$ cat config.mk
export PLATFORM = sky130hd
export DESIGN_NAME = pipeline_memory_writeback
export DESIGN_NICKNAME = d
export VERILOG_FILES = /design/src/rtl/pipeline_memory_writeback.sv
export SDC_FILE = /design/constraint.sdc
export NUM_CORES = 1
export LEC_CHECK = 0
export BUFFER_PORTS_ARGS = -buffer_cell sky130_fd_sc_hd__buf_2
export CAP_MARGIN = 40
export CORE_UTILIZATION = 48
export DETAILED_ROUTE_END_ITERATION = 6
export PLACE_DENSITY = 0.94
export SKIP_LAST_GASP = 1
export SLEW_MARGIN = 30
export SYNTH_ARGS = -nofsm -noshare
export SYNTH_HDL_FRONTEND = slang
export SYNTH_SLANG_ARGS = --single-unit
$ cat constraint.sdc
create_clock -name CLK -period 4.95 [get_ports CLK]
set_input_delay 0.495 -clock CLK [delete_from_list [all_inputs] [get_ports CLK]]
set_output_delay 0.495 -clock CLK [all_outputs]
set_load 0.01 [all_outputs]
$ cat src/rtl/pipeline_memory_writeback.sv
// pipeline_memory_writeback: MEM/WB stage of the pipelined CPU.
// Issues the data-cache request for the instruction in MEM and stalls the pipe
// until dhit. If the pipe is held on the dhit cycle, the load data is parked in a
// buffer (HELD) so the access is never reissued. Selects the writeback value and
// registers it into the WB latch.
// Optional feature: define MEMWB_WATCHDOG_EN to build the stall watchdog that
// drives mem_timeout. Without it, mem_timeout is tied low.

package cpu_types_pkg;
  typedef enum logic [1:0] {
    PIPE_ENABLE = 2'd0,
    PIPE_NOP    = 2'd1,
    PIPE_STALL  = 2'd2
  } pipe_state_t;
endpackage

module pipeline_memory_writeback
  import cpu_types_pkg::*;
#(
  parameter int DATA_W = 32
) (
  input  logic              CLK,
  input  logic              RST,
  input  logic              dREN_mem,
  input  logic              dWEN_mem,
  input  logic              MemToReg_mem,
  input  logic              RegWrite_mem,
  input  logic              halt_mem,
  input  logic              jal_mem,
  input  logic [DATA_W-1:0] port_o_mem,
  input  logic [DATA_W-1:0] rdat2_mem,
  input  logic [DATA_W-1:0] pc4_mem,
  input  logic [4:0]        regWSEL_mem,
  input  pipe_state_t       mw_state,
  input  logic              dhit,
  input  logic [DATA_W-1:0] dmemload,
  output logic              dmemREN,
  output logic              dmemWEN,
  output logic [DATA_W-1:0] dmemaddr,
  output logic [DATA_W-1:0] dmemstore,
  output logic              mem_stall,
  output logic              RegWrite_wb,
  output logic [4:0]        regWSEL_wb,
  output logic [DATA_W-1:0] wdat_wb,
  output logic              halt_wb,
  output logic              mem_timeout
);

  typedef enum logic [1:0] {
    IDLE = 2'd0,
    WAIT = 2'd1,
    HELD = 2'd2
  } mw_fsm_t;

  mw_fsm_t           state_p0;
  logic [DATA_W-1:0] ldbuf_p0;

  logic              memop;
  logic              held;
  logic              pipe_en;
  logic              pipe_nop;
  logic              wb_load;
  logic [DATA_W-1:0] ld_data;
  logic [DATA_W-1:0] result;

  // Request side: the access is suppressed once it has completed and is parked
  assign memop     = dREN_mem | dWEN_mem;
  assign held      = (state_p0 == HELD);
  assign dmemREN   = dREN_mem & ~held;
  assign dmemWEN   = dWEN_mem & ~held;
  assign dmemaddr  = port_o_mem;
  assign dmemstore = rdat2_mem;
  assign mem_stall = (dmemREN | dmemWEN) & ~dhit;

  assign pipe_en   = (mw_state == PIPE_ENABLE);
  assign pipe_nop  = (mw_state == PIPE_NOP);
  assign wb_load   = pipe_en & ~mem_stall;

  // Writeback value: parked data while HELD, live cache data otherwise
  assign ld_data = held ? ldbuf_p0 : dmemload;
  assign result  = MemToReg_mem ? ld_data :
                   jal_mem      ? pc4_mem : port_o_mem;

  // Access FSM and load buffer; a NOP abandons whatever is pending, even on dhit
  always_ff @(posedge CLK or posedge RST) begin
    if (RST) begin
      state_p0 <= IDLE;
      ldbuf_p0 <= '0;
    end else if (pipe_nop) begin
      state_p0 <= IDLE;
    end else begin
      case (state_p0)
        IDLE, WAIT: begin
          if (memop && !dhit) begin
            state_p0 <= WAIT;
          end else if (memop && dhit) begin
            if (pipe_en) begin
              state_p0 <= IDLE;
            end else begin
              state_p0 <= HELD;
              ldbuf_p0 <= dmemload;
            end
          end else begin
            state_p0 <= IDLE;
          end
        end
        HELD: begin
          if (pipe_en) state_p0 <= IDLE;
        end
        default: state_p0 <= IDLE;
      endcase
    end
  end

  // WB latch: cleared by NOP, loaded when the pipe advances and memory is done
  always_ff @(posedge CLK or posedge RST) begin
    if (RST) begin
      RegWrite_wb <= 1'b0;
      regWSEL_wb  <= '0;
      wdat_wb     <= '0;
    end else if (pipe_nop) begin
      RegWrite_wb <= 1'b0;
      regWSEL_wb  <= '0;
      wdat_wb     <= '0;
    end else if (wb_load) begin
      RegWrite_wb <= RegWrite_mem;
      regWSEL_wb  <= regWSEL_mem;
      wdat_wb     <= result;
    end
  end

  // Halt is sticky: once a halting instruction retires, only reset clears it
  always_ff @(posedge CLK or posedge RST) begin
    if (RST) begin
      halt_wb <= 1'b0;
    end else if (wb_load && halt_mem && !pipe_nop) begin
      halt_wb <= 1'b1;
    end
  end

`ifdef MEMWB_WATCHDOG_EN
  logic [7:0] wd_cnt_p0;

  // Count consecutive stalled cycles; flag a memory that never answers
  always_ff @(posedge CLK or posedge RST) begin
    if (RST) begin
      wd_cnt_p0   <= '0;
      mem_timeout <= 1'b0;
    end else begin
      if (!mem_stall) begin
        wd_cnt_p0 <= '0;
      end else if (wd_cnt_p0 != 8'hFF) begin
        wd_cnt_p0 <= wd_cnt_p0 + 8'd1;
      end
      if (mem_stall && (wd_cnt_p0 >= 8'd254)) mem_timeout <= 1'b1;
    end
  end
`else
  assign mem_timeout = 1'b0;
`endif

endmodule

======== Word-level counts from Yosys, hierarchy flattened ========
Index checks and enable logic that the tools add are counted.
word-level totals
  logic and storage cells ................. 48
  output and inout bits ................... 107
  bits in registers ....................... 73
cells by class
  reductions and logical operators ........ 11
  multiplexer cells ....................... 15
  bitwise logic cells ..................... 12
  equal/unequal tests ..................... 4
operators with widths
  kind                number
  $mux 32             5
  $mux 2              5
  $mux 5              2
  $not 1->1           6
  $reduce_and 5->1    1
  $and 1x1->1         4
  $eq 2x1->1 const B  2
  $logic_and 1x1->1   4
  $logic_not 2->1     2
  $pmux 2 s2          1
  $ne 3x1->1 const B  1
  $eq 2x2->1 const B  1
  $logic_not 1->1     2
  $mux 1              2
  $or 1x1->1          2
  $reduce_bool 2->1   1
  $reduce_or 2->1     1

======== Depth between registers and ports, before layout ========
Gate-level depths: netlist of the first run.
  depth in word-level cells ............... 9
  gate-level depth with buffers ........... 7
  mapped depth without buffers ............ 5

======== Worst setup path before layout of the first run ========
No wires, ideal clock.
  path kind ............................... register -> register
  start ................................... register state_p0[1]
  end ..................................... register wdat_wb[1]
  cell stages (with the launch flop) ...... 8
  setup time .............................. 121 ps
  setup slack ............................. 3351 ps
  data arrival time ....................... 1478 ps
  required time ........................... 4829 ps
  period minus slack after synthesis ...... 1599 ps
  path buffers ............................ 2
  cell sequence ........................... dfrtp_1 nor2b_4 buf_6 or3_4 inv_2 nor3_4 buf_6 a22o_1
between the ends
  longest elaborated chain between the ends .. 8
  elaborated cells between the ends (all ways) .. 13
  those cells by class .................... eq/ne: 1; mux: 4; bitwise: 7; reduce/logical: 1
RTL lines
  what                             RTL line  RTL
  from (decl)                      55        mw_fsm_t state_p0;
  from (signal assigned)           87        state_p0 <= IDLE;
  from (signal assigned)           90        state_p0 <= IDLE;
  from (signal assigned)           95        state_p0 <= WAIT;
  $eq 2x2->1 (*)                   68        assign held = (state_p0 == HELD);
  $not 1->1 (*)                    69, 70
  $and 1x1->1 (on tied branches)   69, 70
  $or 1x1->1 (*)                   73        assign mem_stall = (dmemREN | dmemWEN) & ~dhit;
  $and 1x1->1 (*)                  73
  via mem_stall                    41        output logic mem_stall,
  $not 1->1 (*)                    77        assign wb_load = pipe_en & ~mem_stall;
  $and 1x1->1 (*)                  77
  $reduce_bool 2->1 (no line) (*)  -
  to (signal assigned)             128       wdat_wb <= result;
  to (decl)                        44        output logic [DATA_W-1:0] wdat_wb,
Mark *: on every way through the listed nets, which the timed path passes. The rest lies on a longest branch. The select of a mux whose other input is x is not followed.
A chain may end at the register's enable or synchronous reset.

======== Worst setup path in the final report of the first run ========
  start ................................... register state_p0[1]
  end ..................................... output port dmemREN
between the ends
  longest elaborated chain between the ends .. 3
RTL lines
  what         RTL line  RTL
  $eq 2x2->1   68
  $not 1->1    69        assign dmemREN = dREN_mem & ~held;
  $and 1x1->1  69
  to (decl)    37        output logic dmemREN,
No other way between the ends.

==> results.txt, run 1 <==
* Result of the run: completed
- Total number of placement rows: 34
- The number of hold-slack violations in the final timing report is 0.
- Number of cell instances on the worst register-to-register path: 5
- STA classifies the critical path endpoint as an output pin.
* Start point of the critical path: state_p0[1]
* Cell variety after synth: 27
- Summed over all cells, the static leakage comes to between 2 and 2.5 nW.
- Async S/R FF share, synth: 1.00
* Endpoint of the most critical setup path: dmemREN
- Power spread over the standard cell area amounts to about 300 nW/µm².
- Ranked by instance count, the synthesized netlist is headed by dfrtp_1, buf_4, nor2b_1.
- Clock Tree Root: clkbuf_8
- Using the TritonRoute via totals, the vias-per-cell ratio works out to about 5.5.
- Count of unresolved DRC violations after routing: 0
* Number of buffers inserted during clock tree synthesis: 9
* Die width: approximately 97 µm
- The worst setup path is launched from a flop.
- Number of global-route vias before repair: around 3500
- The first global-routing pass estimated about 17000 µm of wire.
- For this run, the top clock speed supported by timing is roughly 0.46 GHz.
- For this design, the slowest cell found on the critical path is buf_4.
- Max-cap violations in this run came to 0.
- Maximum level of the CTS H-tree: 3
- Of the total synthesized cell area, the portion taken by XOR and XNOR cells is 0.
- Number of synthesized flops with an enable pin: 0
* Yosys top cell by area: dfrtp_1
* Post-layout util: 0.570
- Detailed-router iteration count before antenna repair: 4
- Sequential cell area fraction in the yosys report: 0.423
- Core area: about 8700 µm²
- In this run the worst path has a maximum fanout of 35.
- The area fraction in compound gates after synthesis came to 0.179.
* RSZ-0062 raised after global routing: no
* Critical register-to-register path endpoint: wdat_wb[4]
* Hold/Removal Path Class: in2async
- Total number of yosys warnings: 0
- The startpoint identified for the worst register-to-register timing path is state_p0[1].
* IR Drop Worst-Case VDD: around 0.15 mV
- Share of Yosys cell area claimed by the top area cell type: 0.423
* Cell area after layout: 4970 µm²
- The critical path is of the reg2out type.
- The wire-length estimate of the detail-placed layout is about 7300 µm.
- The completed layout was analyzed and its total power is 1.53 mW.
* Initial core utilization: 0.495
* Clock edge transition at the registers on the reported setup and hold paths: about 0.070 ns
- Shortest clock period the worst path allows after layout: between 2 and 2.5 ns
- Gp weighted congestion: approximately 0.78
- Fraction of layout instances using a drive strength above 1: 0.476
- Post-CTS setup-driven buffer insertion count: 0
- Clock insertion delay at the later pin of the skew report: around 0.33 ns
- The clock passes through at most 2 buffers.
- Of the total synthesized cell area, the portion taken by full adders, half adders and majority gates is 0.
* TNS Setup: 0 ns
* CTS resizes: 0
- Post-Syn Area: ~4300 µm²
- In the synthesized netlist the dominant register cell turns out to be dfrtp_1.
- Post-DR wirelength/cell: 16.1 µm
- Setup violations remaining at the end of the flow were counted as 0.
- A synthesized cell averages between 10 and 15 µm².
- From synthesis to final layout, the design area changed by 15.2%.
- Final Max Tran Viols: 0
* Simple-gate area share of the yosys netlist: 0.0759
- For flop-to-flop paths, the worst setup slack is 3.02 ns.
* Number of instances in the synthesized netlist: 401
- Antenna violations before repair: 0
- Post-synthesis mux area share: 0.158
- Gr ovfl total: 0
- Vert. Die Dim: ~97 µm
- Yosys instantiated no cell more often than dfrtp_1.
* Combinational family with the most area after synthesis: compound AO/OA/AOI/OAI gates
- Vias: 3437
- Entering global routing, the biggest net connects between 60 and 70 pins.
- Post-synthesis sequential element count: 73
- Count of hold buffers inserted by post-cts repair: 0
* Slew headroom: 0.550
- CTS tree: yes
- Leading cell types by total area after synthesis: dfrtp_1, buf_4, mux2_2
- Final ANT Viol Nets: 0
- I/O pins: between 200 and 300
- Share of the clock period used by the worst path: 0.436
- For the pin with the worst max-slew slack, the measured transition is 0.673 ns.
- Die Outline Area: 9380 µm²
- The net count of the finished layout is around 650.
- Cell-by-cell listing of the critical path: nor2b_4, buf_4, nor2b_1, buf_2
- Routed WL: around 10000 µm
* Clock Sink Count: 73
- After detailed placement, the total cell area comes to 4770 µm².
- For the worst setup path, the data required time is approximately 4.5 ns.
- Total of fill cells in the finished design: just under 800
- Final Skew: 0.00780 ns
* Number of DRC markers in iteration 0: 109
- Synthesis produced a netlist with a net count of approximately 550.
- 0 antenna diodes ended up in the layout.
* Number of buffers inserted by port buffering: ~190
- At the worst endpoint, the arrival time is ~1.7 ns.
* Global-route usage over all layers: 0.218
- On the worst path, the slowest cell contributes a delay of around 0.50 ns.
==> registers in the layout, summed over array words and instances, names as in the netlist <==
signal / flops
ldbuf_p0: 32
state_p0: 2
regWSEL_wb: 5
halt_wb: 1
RegWrite_wb: 1
wdat_wb: 32
==> layout make-up <==
type                    instances  area [µm²]  area share
clock buffers                  12         135      0.0272
clock inverters                 4        20.0     0.00403
inverters                       9        33.8     0.00680
multi-input cells             224        1790       0.360
flip-flops and latches         73        1830       0.367
well taps                     108         135      0.0272
repair buffers                193        1030       0.207
==> layer usage <==
metal,up-vias,track usage,wire [µm]
li1,1602,-,-
met1,1634,0.262,4030
met2,170,0.369,5110
met3,31,0.0607,617
met4,0,0.0838,252
met5,-,0,0
==> power breakdown <==
group	internal (mW)	switching [mW]	total, mW
clock network	0.179	0.206	0.385
registers	0.696	0.0562	0.752
logic	0.200	0.190	0.390
==> per-stage QoR <==
| stage | hold slack [ns] | instances | setup slack [ns] |
|---|---|---|---|
| after floorplan | 0.462 | 401 | 2.60 |
| after global placement | 0.440 | 602 | 2.44 |
| after detailed placement | 0.445 | 604 | 2.50 |
| after CTS | 0.312 | 620 | 2.76 |
| after global routing | 0.0659 | 623 | 2.67 |
| final | 0.0738 | 623 | 2.79 |
==> cells in the final DEF, fill, tap and decap left out, types with 2 or more instances in the layout <==
| cell type | netlist | routed |
|---|---|---|
| nor2_1 | 2 | 2 |
| inv_2 | 1 | 2 |
| o311ai_0 | 2 | 2 |
| dfrtp_1 | 73 | 73 |
| mux2i_1 | 32 | 32 |
| buf_12 | 0 | 2 |
| buf_4 | 66 | 4 |
| clkinv_2 | 0 | 4 |
| buf_6 | 7 | 2 |
| mux2_2 | 32 | 32 |
| nand3_1 | 6 | 6 |
| o311ai_1 | 4 | 4 |
| a21o_1 | 2 | 2 |
| nor2b_1 | 34 | 34 |
| buf_2 | 11 | 184 |
| clkbuf_1 | 9 | 3 |
| clkbuf_8 | 0 | 9 |
| a21oi_1 | 32 | 32 |
| nand2_1 | 7 | 7 |
| inv_1 | 8 | 7 |
| nor3_4 | 1 | 2 |
| a22o_1 | 32 | 32 |
| a211oi_1 | 32 | 32 |
==> kinds of logic (layout without fill, tap and decap cells) <==
kind of cell / Yosys count / count (layout)
compound gates: 106 / 106
buf+inv: 104 / 218
flops: 73 / 73
mux: 64 / 64
other cells: 1 / 1
simple gates: 53 / 53
==> worst min-delay path by stage <==
stage	startpoint	endpoint	slack, ns	depth (start not counted)
finish	RST	wdat_wb[13]	0.07	2
global route	RST	ldbuf_p0[13]	0.07	2
CTS	RST	wdat_wb[13]	0.31	2
detailed placement	halt_wb	halt_wb	0.45	1
global placement	halt_wb	halt_wb	0.44	1
floorplan	state_p0[1]	state_p0[0]	0.46	1
==> critical path, delay by kind of cell, from the launching register on <==
family                 cells  cell delay (ns)
buffers and inverters      2             0.66
AND/OR/NAND/NOR            2             0.27
flip-flops                 1             0.41
Power figures use the tool's default switching activity.
==> run 2, diff against run 1 <==
- CORE_UTILIZATION: 48 -> 44
- PLACE_DENSITY: 0.94 -> 0.87
- clock period: 4.95 -> 2.1 ns (I/O delays scaled with it)
==> results.txt, run 2 (same netlist as run 1, synthesis figures left out) <==
* Result of the run: completed
- Vert. Die Dim: just over 100 µm
* Wire length of the first global-routing pass: around 16000 µm
- Vias per cell: about 5.3
- Routability-driven placement finished with a final weighted congestion of around 0.75.
- Die width: approximately 100 µm
* Area post-placement: a little under 5000 µm²
- The largest single stage delay on the critical path is between 0.5 and 0.6 ns.
- Initial core utilization: 0.461
- Pre-CTS setup slack: about 0.16 ns
- Adding up every negative setup slack in the final design gives 0 ns.
- Dividing total power by cell area gives a power density of approximately 730 nW/µm².
- In this run the remaining antenna-violating nets after routing total 0.
- Total of fill cells in the finished design: roughly 860
- CTS tree: yes
- Shortest clock period the worst path allows after layout: 1.92 ns
- Detailed placement ended at an HPWL of approximately 7600 µm.
- Clock Tree Root: clkbuf_8
- The largest registers in the layout are ldbuf_p0: 32 flops, wdat_wb: 32 flops, regWSEL_wb: 5 flops.
* Slew of the pin with the lowest slew margin: 0.660 ns
- The number of hold-slack violations in the final timing report was 0.
- Headroom to the max-slew limit came out at 0.558.
* Worst R2R Setup Slack: roughly 0.22 ns
- Leading cell types in the layout, fill and taps excluded: buf_2, dfrtp_1, nor2b_1
- Endpoint with the worst hold slack: halt_wb
- In this run the worst hold path is classified as in2reg.
- For met2 alone, demand over resource in global routing was 0.357.
- Fraction of layout instances using a drive strength above 1: 0.483
- Along the worst hold path, the cell count comes to 2.
- Once placement completed, the tool counted placed cells totaling 630.
- Antenna violations before repair: 0
- Worst Hold Margin: just over 0.08 ns
* Share of the clock period used by the worst path: 0.912
- The number of global-route vias before repair came to 3385.
* Flip-flop and latch area: 1830 µm²
- Footprint of the multi-input gates: 1790 µm²
- Summing all non-filler instances in the final layout gives an area of ~5000 µm².
- Core area: 9370 µm²
* Busiest metal layer after global routing: met2
- Data on the critical path is required at its endpoint by 1.89 ns.
- The number of antenna diodes in the final layout is 0.
* Cell-by-cell listing of the critical path: nor2b_4, buf_4, nor2b_1, buf_2
- STA classifies the critical path endpoint as an output pin.
* Routing usage on met1: 0.238
- around 250 I/O pins were placed.
* Final #Nets: ~660
* IR Drop Worst-Case VDD: about 0.43 mV
- Clock Sink Count: 73
- Max-cap violations in this run came to 0.
- The first detailed-routing pass took 4 iterations.
* Post-DR wirelength/cell: 15.9 µm
- In this run the most critical hold path is launched from halt_mem.
- The number of max-slew violations in the final report came to 0.
- Timing would allow up to approximately 0.52 GHz.
- Maximum level of the CTS H-tree: 3
* Die Outline Area: slightly above 10000 µm²
- PnR worst setup slack: about 0.18 ns
* Non-filler instance count after layout: roughly 650
- Arrival time at the worst endpoint: around 1.7 ns
- Area added between synthesis and finish: 16.8%
- RSZ-0062 raised after global routing: no
* Vias: 3402
- Met3 demand-to-capacity share in global routing: 0.0472
- Routed WL: about 10000 µm
- Once the clock tree was built, the resizer swapped 0 gates to a different size.
* Number of buffers inserted by port buffering: about 190
- For this design, the slowest cell found on the critical path is buf_4.
- Number of cell instances on the worst register-to-register path: 6
- The setup path with the least slack is of type reg2out.
* Critical register-to-register path endpoint: wdat_wb[11]
- Total number of placement rows: 35
- In this run, the number of DRC markers left after iteration 0 of detailed routing was roughly 100.
- At the later pin of the worst-skew pair, clock insertion delay measures 0.33 ns.
* Most common library cell in the layout ignoring fill and taps: buf_2
- Entering global routing, the biggest net connects 74 pins.
- Number of buffer and inverter instances along the worst setup path: 2
- Between clock sinks in the finished design, the worst skew comes to between 0.005 and 0.006 ns.
- Count of unresolved DRC violations after routing: 0
- Gr ovfl total: 0
- Along the worst path, the maximum fanout reaches 35.
- STA classifies the critical path startpoint as a flop.
- Clock edge transition at the registers on the reported setup and hold paths: approximately 0.08 ns
- Global-route usage over all layers: 0.204
- Maximum number of buffers from clock root to sink: 2
* Final-report setup violation count: 0
- The worst register-to-register path begins at state_p0[1].
* Kind of cell adding the most delay to the critical path: buffers and inverters
* Number of buffers inserted during clock tree synthesis: 9
* Static Leak: 2.43 nW
## run 2: worst max-delay path by stage
stage	cells past startpoint	slack, ns	to	start
floorplan	1	0.04	RegWrite_wb	RST
global placement	7	0.22	wdat_wb[0]	dWEN_mem
detailed placement	7	0.16	wdat_wb[0]	dWEN_mem
CTS	4	0.13	dmemWEN	state_p0[1]
global route	4	0.06	dmemWEN	state_p0[1]
finish	4	0.18	dmemWEN	state_p0[1]
## run 2: area by class of cell
type	instances	area share
clock inverters	5	0.00595
inverters	9	0.00670
clock buffers	11	0.0300
repair buffers	196	0.208
multi-input cells	224	0.355
flip-flops and latches	73	0.362
well taps	129	0.0320
## run 2: layer usage
layer  up-vias  wire length [µm]
li1       1602                 -
met1      1619              4160
met2       161              5330
met3        20               650
met4         0               169
met5         -                 0
## run 2: what timing repair did
action / in CTS / in global routing
setup endpoints to repair: 0 / 0
hold buffers: 1 / 0
hold endpoints to repair: 73 / 0
buffers inserted: 0 / 0
## run 2: metrics by stage
step	utilization	power, mW
2_1_floorplan	-	2.47
3_3_place_gp	0.518	2.68
3_5_place_dp	0.518	2.73
4_1_cts	0.538	3.74
5_1_grt	0.538	3.91
6_report	0.538	3.70
## run 2: worst register-to-register path, delay by kind of cell, from the launching register on
family,cells,cell delay [ns]
buffers and inverters,2,0.41
AOI/OAI and AO/OA,1,0.17
and+or+nand+nor,3,0.81
DFF,1,0.42
## run 2: power by group
| part | total [mW] | leakage (nW) | internal, mW | switching, mW |
|---|---|---|---|---|
| sequential | 1.77 | 0.912 | 1.64 | 0.131 |
| clock | 1.00 | 0.0911 | 0.487 | 0.514 |
| combinational | 0.923 | 1.42 | 0.476 | 0.447 |
==> run 3, diff against run 2 <==
- CORE_MARGIN: not set -> 2
- SLEW_MARGIN: 30 -> not set
==> results.txt, run 3 (same netlist as run 1, synthesis figures left out) <==
* Shortest clock period the worst path allows after layout: about 1.8 ns
- I/O pins: about 250
- The pre-antenna-repair detailed-routing pass consisted of 4 iterations.
* Worst Hold Margin: roughly 0.08 ns
* Maximum level of the CTS H-tree: 3
- Of the available clock period, the critical path in the final layout requires 0.856.
- The first routing iteration left 81 violations.
* Gr ovfl total: 0
- The finished cells cover slightly above 5000 µm².
* Slew headroom: 0.578
- For this design the static power due to leakage is ~2.5 nW.
- For this block, the routed nets add up to ~11000 µm of wire.
- Pre-CTS setup slack: roughly 0.35 ns
- PnR worst setup slack: approximately 0.30 ns
* Post-detailed-placement half-perimeter wirelength: about 8000 µm
- The repair_antennas step left the layout with diodes totalling 0.
* Non-filler instance count after layout: 651
- The floorplan step set the die height to just over 100 µm.
- The detail route stage leaves a number of antenna-violating nets equal to 0.
- During placement, the flow inserted port buffers numbering 185.
* Vias per cell: 5.23
- Including well taps, the total number of placed cells is between 600 and 700.
- Number of global-route vias before repair: ~3300
- After detailed routing, the average wire length per cell comes to around 16 µm.
- For the final routed database, the setup TNS stands at 0 ns.
- Most common library cell in the layout ignoring fill and taps: buf_2
* Vias: approximately 3400
- Of all nets on the critical path, the largest fanout is 32.
- Global-route usage over all layers: 0.195
- After clock tree synthesis, the repair step resized 0 gates.
* Power density normalized to cell area: between 700 and 800 nW/µm²
- Hold/Removal Path Class: in2reg
- RSZ-0062 raised after global routing: no
* Number of buffers inserted during clock tree synthesis: 9
* Core area: ~9600 µm²
- Antenna violations before repair: 0
- Final #Nets: 657
- At the end of the flow the core is filled with cells to 0.529.
* CP startpoint kind: flop
- The flow ran to the end, and the final reports show no timing, DRC or antenna violations.
* Arrival time at the worst endpoint: around 2.1 ns
- IR Drop Worst-Case VDD: between 0.4 and 0.5 mV
- CTS placed an instance of clkbuf_8 at the clock tree root.
- Largest regs: ldbuf_p0: 32 flops, wdat_wb: 32 flops, regWSEL_wb: 5 flops
- In this run the core area contains 36 standard-cell rows.
* CTS tree: yes
- Area added between synthesis and finish: 18.1%
- Wire length of the first global-routing pass: roughly 16000 µm
- No sink is reached through more buffers than the 2 on the longest clock path.
- Total power consumption of the routed design: 4.04 mW
- Final Skew: 0.0158 ns
- Final hold violations: 0
- Once placement finished, the instance area stood at between 4000 and 5000 µm².
- Final-report setup violation count: 0
- Leading cell types in the layout, fill and taps excluded: buf_2, dfrtp_1, nor2b_1
- Critical Path Sink Type: flop
- Maximum achievable frequency: approximately 0.56 GHz
- For this configuration, the core starts out at a cell density of 0.448.
- The die covers 10600 µm².
* Die width: around 100 µm
- Clock insertion delay at the later pin of the skew report: 0.34 ns
- Gp weighted congestion: around 0.76
- Count of unresolved DRC violations after routing: 0
* Req. time, crit path: 2.36 ns
- The number of max-slew violations in the final report came to 0.
- At the pin with the least slew margin, the transition time is around 0.63 ns.
- Entering global routing, the biggest net connects 40 pins.
* Total of max-cap violations: 0
- The worst setup path is of the reg2reg kind.
* Clock edge transition at the registers on the reported setup and hold paths: about 0.090 ns
- Fraction of layout instances using a drive strength above 1: 0.481
- Clock Sink Count: 73
==> run 3: metal layers <==
layer,GRT usage,up-vias,part of all wire
met5,0,-,0
met4,0.103,0,0.031
met3,0.0420,37,0.064
met2,0.338,155,0.51
met1,0.225,1609,0.40
li1,-,1603,-
==> run 3: what timing repair did <==
| item | CTS | global route |
|---|---|---|
| endpoints found under the hold margin | 34 | 0 |
| buffers inserted | 0 | 0 |
| hold buffers | 1 | 0 |
==> run 3: layout make-up <==
cell class / instances / area (µm²)
Inverter: 9 / 35.0
Fill cell: 896 / 4540
Clock buffer: 11 / 141
Timing Repair Buffer: 196 / 1040
Multi-Input combinational cell: 224 / 1790
Sequential cell: 73 / 1830
Tap cell: 133 / 166
Clock inverter: 5 / 103
==> run 3: path summary, 6_finish.rpt <==
check / endpoint / depth (start not counted) / slack, ns / start
worst max-delay path: wdat_wb[16] / 5 / 0.30 / state_p0[1]
max in group asynchronous: ldbuf_p0[27] / 4 / 1.00 / RST
worst max register to register: wdat_wb[16] / 5 / 0.30 / state_p0[1]
min in group asynchronous: ldbuf_p0[14] / 3 / 0.47 / RST
worst min-delay path: halt_wb / 2 / 0.08 / halt_mem
worst min register to register: halt_wb / 1 / 0.49 / halt_wb
==> run 3: power breakdown <==
part / total, mW / switching (mW) / internal [mW]
logic: 0.926 / 0.453 / 0.472
registers: 1.77 / 0.132 / 1.64
clock network: 1.34 / 0.522 / 0.821
==> run 3: worst max-delay path, stage by stage (launching register included) <==
cell and delay (ns):
dfrtp_1 0.43, nor2b_4 0.15, or3_4 0.42, o21ai_4 0.14, buf_4 0.35, a22o_1 0.22
